File: config.mk
export PLATFORM = sky130hd
export DESIGN_NAME = hazard_ctrl
export DESIGN_NICKNAME = d
export VERILOG_FILES = /design/src/rtl/hazard_ctrl.sv
export SDC_FILE = /design/constraint.sdc
export NUM_CORES = 1
export LEC_CHECK = 0
export CELL_PAD_IN_SITES_DETAIL_PLACEMENT = 0
export CELL_PAD_IN_SITES_GLOBAL_PLACEMENT = 1
export CORE_MARGIN = 2
export CORE_UTILIZATION = 32
export CTS_CLUSTER_DIAMETER = 60
export DETAILED_ROUTE_END_ITERATION = 12
export GPL_ROUTABILITY_DRIVEN = 0
export GPL_TIMING_DRIVEN = 0
export PLACE_DENSITY = 0.8
export SYNTH_ARGS = -nofsm -noshare
export SYNTH_HDL_FRONTEND = slang
export SYNTH_SLANG_ARGS = --single-unit
File: constraint.sdc
create_clock -name clk -period 2.69 [get_ports clk]
set_input_delay 0.269 -clock clk [delete_from_list [all_inputs] [get_ports clk]]
set_output_delay 0.269 -clock clk [all_outputs]
set_load 0.03 [all_outputs]
File: src/rtl/hazard_ctrl.sv
// Pipeline hazard controller: load-use detection, multi-cycle memory conflicts,
// UART freeze with turnaround hold, and deferred branch-mispredict flushes.
module hazard_ctrl #(
  parameter int REG_W     = 4,
  parameter int NUM_RD    = 2,
  parameter logic [REG_W-1:0] NULL_REG = {REG_W{1'b1}},
  parameter int MEM_LAT   = 1,
  parameter int UART_HOLD = 1,
  parameter int CNT_W     = 16
) (
  input  logic                    clk,
  input  logic                    rst,
  input  logic [NUM_RD*REG_W-1:0] rd_regs,
  input  logic [NUM_RD-1:0]       rd_used,
  input  logic [REG_W-1:0]        ex_wreg,
  input  logic                    ex_is_load,
  input  logic                    mem_req,
  input  logic                    uart_busy,
  input  logic                    branch_err,
  input  logic                    perf_clr,
  output logic                    pc_keep,
  output logic                    if_keep,
  output logic                    id_keep,
  output logic                    exe_keep,
  output logic                    if_clear,
  output logic                    id_clear,
  output logic [CNT_W-1:0]        stall_cnt,
  output logic [1:0]              dbgState
);

  // One counter serves both wait states; they are mutually exclusive.
  localparam int CW = $clog2(MEM_LAT + UART_HOLD + 1) + 1;
  localparam logic [CW-1:0] MEM_LOAD  = CW'(MEM_LAT - 1);
  localparam logic [CW-1:0] UART_LOAD = CW'(UART_HOLD);

  typedef enum logic [1:0] {
    RUN       = 2'd0,
    MEM_WAIT  = 2'd1,
    UART_WAIT = 2'd2
  } hzState;

  hzState        state, stateNext;
  logic [CW-1:0] waitCnt, waitCntNext;
  logic          brp, brpNext;
  logic          anyMatch, loadUse, freeze, br;

  always_comb begin
    anyMatch = 1'b0;
    for (int i = 0; i < NUM_RD; i++) begin
      if (rd_used[i] && (rd_regs[i*REG_W +: REG_W] == ex_wreg)) anyMatch = 1'b1;
    end
  end

  assign loadUse = ex_is_load && (ex_wreg != NULL_REG) && anyMatch;
  // A hold count of zero releases the pipeline in the first cycle uart_busy is low.
  assign freeze  = uart_busy || ((state == UART_WAIT) && (waitCnt != '0));
  assign br      = branch_err || brp;
  assign dbgState = state;

  always_comb begin
    stateNext   = state;
    waitCntNext = waitCnt;
    if (uart_busy) begin
      stateNext   = UART_WAIT;
      waitCntNext = UART_LOAD;
    end else if ((state == UART_WAIT) && (waitCnt != '0)) begin
      waitCntNext = waitCnt - CW'(1);
    end else if (state == MEM_WAIT) begin
      if (waitCnt == CW'(1)) begin
        stateNext   = RUN;
        waitCntNext = '0;
      end else begin
        waitCntNext = waitCnt - CW'(1);
      end
    end else begin
      // RUN, or a UART_WAIT whose hold has expired, behaves as RUN.
      stateNext   = RUN;
      waitCntNext = '0;
      if (mem_req && (MEM_LAT > 1)) begin
        stateNext   = MEM_WAIT;
        waitCntNext = MEM_LOAD;
      end
    end
  end

  always_comb begin
    brpNext = 1'b0;
    if (freeze) brpNext = brp || branch_err;
  end

  always_comb begin
    pc_keep  = 1'b0;
    if_keep  = 1'b0;
    id_keep  = 1'b0;
    exe_keep = 1'b0;
    if_clear = 1'b0;
    id_clear = 1'b0;
    if (rst) begin
      pc_keep = 1'b0;
    end else if (freeze) begin
      pc_keep  = 1'b1;
      if_keep  = 1'b1;
      id_keep  = 1'b1;
      exe_keep = 1'b1;
    end else if ((state == MEM_WAIT) || mem_req) begin
      pc_keep = 1'b1;
      if (loadUse && !br) begin
        if_keep  = 1'b1;
        id_clear = 1'b1;
      end else begin
        if_clear = 1'b1;
      end
    end else if (br) begin
      if_clear = 1'b1;
    end else if (loadUse) begin
      pc_keep  = 1'b1;
      if_keep  = 1'b1;
      id_clear = 1'b1;
    end
  end

  always_ff @(posedge clk) begin
    if (rst) begin
      state     <= RUN;
      waitCnt   <= '0;
      brp       <= 1'b0;
      stall_cnt <= '0;
    end else begin
      state   <= stateNext;
      waitCnt <= waitCntNext;
      brp     <= brpNext;
      if (perf_clr) begin
        stall_cnt <= '0;
      end else if (pc_keep && (stall_cnt != '1)) begin
        stall_cnt <= stall_cnt + CNT_W'(1);
      end
    end
  end

endmodule
==> metrics.txt <==
# TYPE chip_impl_metric gauge
chip_impl_info{name="run_status",value="finished, final reports clean"} 1
chip_impl_metric{name="final-max-slew-violation-count",unit=""} 0
chip_impl_metric{name="timing.fmax",unit="GHz"} 0.391
chip_impl_metric{name="remaining_drc_errors",unit=""} 0
chip_impl_metric{name="arrival",unit="ns"} 2.29
chip_impl_metric{name="via_count_of_the_first_global_routing_pass",unit=""} 1288
chip_impl_metric{name="ys.warnings.count",unit=""} 0
chip_impl_metric{name="die_h",unit="um"} 67.1
chip_impl_info{name="cts_root_buf",value="sky130_fd_sc_hd__clkbuf_8"} 1
chip_impl_metric{name="routedWlPerCell",unit="um"} 14.1
chip_impl_metric{name="yosysUniqueCellTypes",unit=""} 42
chip_impl_metric{name="totalPowerFinal",unit="mW"} 0.654
chip_impl_metric{name="cts_resized",unit=""} 3
chip_impl_metric{name="global_route.usage.total",unit=""} 0.172
chip_impl_metric{name="initial_utilization",unit=""} 0.341
chip_impl_metric{name="drt_pass1_iterations",unit=""} 4
chip_impl_info{name="mostFrequentLayoutCell",value="sky130_fd_sc_hd__clkdlybuf4s50_1"} 1
chip_impl_metric{name="areaGrowthSynthToFinish",unit="%"} 41.6
chip_impl_info{name="worstSetupStartpointType",value="primary input"} 1
chip_impl_metric{name="avgViaCountPerCell",unit=""} 5.54
chip_impl_metric{name="cts_sinks",unit=""} 21
chip_impl_info{name="clock_tree_from_tritoncts",value="done"} 1
chip_impl_metric{name="buffer_ports.inserted",unit=""} 42
chip_impl_metric{name="timing.final.setup_violations",unit=""} 0
chip_impl_metric{name="boundaryPins",unit=""} 45
chip_impl_metric{name="required",unit="ns"} 2.42
chip_impl_metric{name="routed_wl",unit="mm"} 3.47
chip_impl_metric{name="detailedPlacementHpwl",unit="mm"} 2.70
chip_impl_metric{name="largest_fanout_of_any_net_on_the_critical_path",unit=""} 4
chip_impl_metric{name="cts-buffers-inserted",unit=""} 3
chip_impl_metric{name="row_count",unit=""} 22
chip_impl_metric{name="netlist_instances",unit=""} 152
chip_impl_info{name="startpoint",value="ex_wreg[3]"} 1
chip_impl_metric{name="tns",unit="ns"} 0
chip_impl_metric{name="htreeDepth",unit=""} 1
chip_impl_info{name="unrepaired_setup_endpoints_after_global_routing",value="false"} 1
chip_impl_metric{name="fp.dieArea",unit="mm^2"} 0.00451
chip_impl_metric{name="drive_above_1_share",unit=""} 0.0606
chip_impl_info{name="worst_reg2reg_path_startpoint",value="waitCnt[0]$_SDFF_PP0_"} 1
chip_impl_metric{name="grt_antenna_before_repair",unit=""} 0
chip_impl_metric{name="worst_setup_hold_path_clk_slew",unit="ns"} 0.08
chip_impl_metric{name="detailedRoute.firstIterationViolations",unit=""} 133
chip_impl_metric{name="period_share",unit=""} 0.951
chip_impl_info{name="cp-end-kind",value="output pin"} 1
chip_impl_metric{name="final_net_count",unit=""} 223
chip_impl_metric{name="detail-route-antenna-nets",unit=""} 0
chip_impl_metric{name="timing.final.crit_period",unit="ns"} 2.56
chip_impl_metric{name="insertion_delay_to_the_later_sink_of_the_worst_skew_pair",unit="ns"} 0.26
chip_impl_metric{name="post_synth.cell_area_avg",unit="um^2"} 8.39
chip_impl_metric{name="synth_sequential_area_ratio",unit=""} 0.330
chip_impl_metric{name="grt_max_degree",unit=""} 12
chip_impl_metric{name="post-cts-setup-buffer-count",unit=""} 0
chip_impl_info{name="critical_path_class",value="in -> out"} 1
chip_impl_info{name="min_path_type",value="reg -> reg"} 1
chip_impl_metric{name="pwr_density_cell",unit="mW/mm^2"} 362
chip_impl_metric{name="max-clock-path-buffers",unit=""} 2
chip_impl_metric{name="finalClockSkew",unit="ns"} 0.00365
chip_impl_info{name="hold_start",value="stall_cnt[15]$_SDFFE_PP0P_"} 1
chip_impl_metric{name="globalRouteOverflowTotal",unit=""} 0
chip_impl_metric{name="hold_violations",unit=""} 0
chip_impl_metric{name="core_area",unit="mm^2"} 0.00374
chip_impl_metric{name="netlist_area",unit="mm^2"} 0.00127
chip_impl_metric{name="max_cap_violation_count",unit=""} 0
chip_impl_metric{name="p_leak",unit="nW"} 0.660
chip_impl_metric{name="grt_pass1_wl",unit="mm"} 5.90
chip_impl_info{name="cpLargestDelayFamily",value="buffers and inverters"} 1
chip_impl_metric{name="crit_buf_inv",unit=""} 2
chip_impl_metric{name="routed-via-count",unit=""} 1362
chip_impl_metric{name="slowest_delay",unit="ns"} 0.66
chip_impl_metric{name="cts_hold_buf",unit=""} 0
chip_impl_info{name="timing.critical_path.slowest_stage_cell",value="sky130_fd_sc_hd__clkdlybuf4s50_1"} 1
chip_impl_metric{name="synthesis.nets",unit=""} 176
chip_impl_info{name="crit_path_cell_trace",value="clkdlybuf4s50_1 -> nand4_1 -> and3_1 -> nand4_1 -> and2_1 -> o311a_1 -> clkdlybuf4s50_1"} 1
chip_impl_metric{name="chipWidth",unit="um"} 67.1
chip_impl_info{name="final_cell_mix",value="sky130_fd_sc_hd__clkdlybuf4s50_1 (37), sky130_fd_sc_hd__dfxtp_1 (21), sky130_fd_sc_hd__a21oi_1 (13)"} 1
chip_impl_metric{name="diodes",unit=""} 0
chip_impl_metric{name="irDropWorstVdd",unit="uV"} 176
chip_impl_metric{name="yosys_register_bits",unit=""} 21
## metrics by stage
step / worst slack, ns / hold WS, ns / instances / util / cell area (um^2)
5_1_grt: 0.0133 / 0.524 / 246 / 0.482 / 1810
2_1_floorplan: 0.693 / 0.346 / 152 / - / 1270
3_3_place_gp: -0.0238 / 0.478 / 242 / 0.469 / 1760
4_1_cts: 0.0362 / 0.502 / 246 / 0.480 / 1800
3_5_place_dp: -0.0973 / 0.484 / 242 / 0.469 / 1760
6_report: 0.131 / 0.496 / 246 / 0.482 / 1810
## cell families after synthesis
logic type      share of synthesized area
simple gates                        0.324
compound gates                      0.179
flops                               0.330
buf+inv                            0.0569
xor+xnor                           0.0550
fa+ha+maj                          0.0294
mux                                0.0236
other cells                       0.00294
## where the power goes
group / internal [mW] / switching, mW
Combinational: 0.0594 / 0.0647
Clock: 0.106 / 0.106
Sequential: 0.315 / 0.00291
Total: 0.480 / 0.174
## worst reg2reg max path, delay by kind of cell (launching register included)
kind | cells | cell delay [ns]
AO/OA/AOI/OAI | 3 | 0.79
flip-flops | 1 | 0.32
AND/OR/NAND/NOR | 2 | 0.34
adder cells (fa/ha/maj) | 1 | 0.21
buffers and inverters | 3 | 0.38
## path summary, 6_finish.rpt
kind / endpoint / slack (ns) / cells past startpoint
worst min register to register: stall_cnt[15]$_SDFFE_PP0P_ / 0.50 / 2
worst max-delay path: if_clear / 0.13 / 7
worst max register to register: stall_cnt[5]$_SDFFE_PP0P_ / 0.50 / 9
worst min-delay path: stall_cnt[15]$_SDFFE_PP0P_ / 0.50 / 2
## cells in the mapped netlist
cell | n | share of area
sky130_fd_sc_hd__a211o_1 | 1 | 0.0069
sky130_fd_sc_hd__a21boi_0 | 1 | 0.0059
sky130_fd_sc_hd__a21oi_1 | 13 | 0.051
sky130_fd_sc_hd__a311o_1 | 1 | 0.0079
sky130_fd_sc_hd__a31oi_1 | 2 | 0.0098
sky130_fd_sc_hd__and2_1 | 1 | 0.0049
sky130_fd_sc_hd__and3_1 | 5 | 0.025
sky130_fd_sc_hd__and3_4 | 1 | 0.0088
sky130_fd_sc_hd__buf_2 | 1 | 0.0039
sky130_fd_sc_hd__buf_4 | 2 | 0.012
sky130_fd_sc_hd__buf_6 | 1 | 0.0088
sky130_fd_sc_hd__clkbuf_1 | 5 | 0.015
sky130_fd_sc_hd__conb_1 | 1 | 0.0029
sky130_fd_sc_hd__dfxtp_1 | 21 | 0.33
sky130_fd_sc_hd__ha_1 | 3 | 0.029
sky130_fd_sc_hd__inv_1 | 6 | 0.018
sky130_fd_sc_hd__mux2i_1 | 3 | 0.024
sky130_fd_sc_hd__nand2_1 | 7 | 0.021
sky130_fd_sc_hd__nand2b_1 | 1 | 0.0049
sky130_fd_sc_hd__nand3_1 | 7 | 0.027
sky130_fd_sc_hd__nand3b_1 | 3 | 0.018
sky130_fd_sc_hd__nand4_1 | 6 | 0.029
sky130_fd_sc_hd__nand4_2 | 1 | 0.0098
sky130_fd_sc_hd__nand4b_1 | 2 | 0.014
sky130_fd_sc_hd__nand4bb_1 | 1 | 0.0088
sky130_fd_sc_hd__nor2_1 | 10 | 0.029
sky130_fd_sc_hd__nor2b_1 | 1 | 0.0049
sky130_fd_sc_hd__nor3_1 | 5 | 0.020
sky130_fd_sc_hd__nor3_2 | 1 | 0.0079
sky130_fd_sc_hd__nor4_1 | 1 | 0.0049
sky130_fd_sc_hd__nor4b_1 | 2 | 0.014
sky130_fd_sc_hd__o21a_1 | 1 | 0.0059
sky130_fd_sc_hd__o21ai_0 | 3 | 0.012
sky130_fd_sc_hd__o311a_1 | 1 | 0.0079
sky130_fd_sc_hd__o31ai_1 | 4 | 0.024
sky130_fd_sc_hd__o41ai_1 | 7 | 0.048
sky130_fd_sc_hd__or2_2 | 2 | 0.0098
sky130_fd_sc_hd__or3_1 | 4 | 0.020
sky130_fd_sc_hd__or4_1 | 2 | 0.012
sky130_fd_sc_hd__or4b_1 | 4 | 0.031
sky130_fd_sc_hd__xnor2_1 | 2 | 0.014
sky130_fd_sc_hd__xor2_1 | 6 | 0.041
## layout make-up
type,count,area [um^2]
Clock buffer,4,45.0
Sequential cell,21,420
Multi-Input combinational cell,116,782
Inverter,6,22.5
Timing Repair Buffer,42,425
Fill cell,391,1940
Buffer,9,50.0
Tap cell,48,60.1
## routing by layer
metal / GRT usage / wire length (um) / vias up
met2: 0.300 / 1720 / 61
met5: 0 / 0 / -
met4: 0.0791 / 71 / 0
li1: - / - / 668
met1: 0.208 / 1420 / 626
met3: 0.0220 / 262 / 7
## sequential cells by signal (all words and copies together) (netlist names)
register / flops
brp: 1
stall_cnt: 16
waitCnt: 3
dbgState: 1
Power figures use the tool's default switching activity.
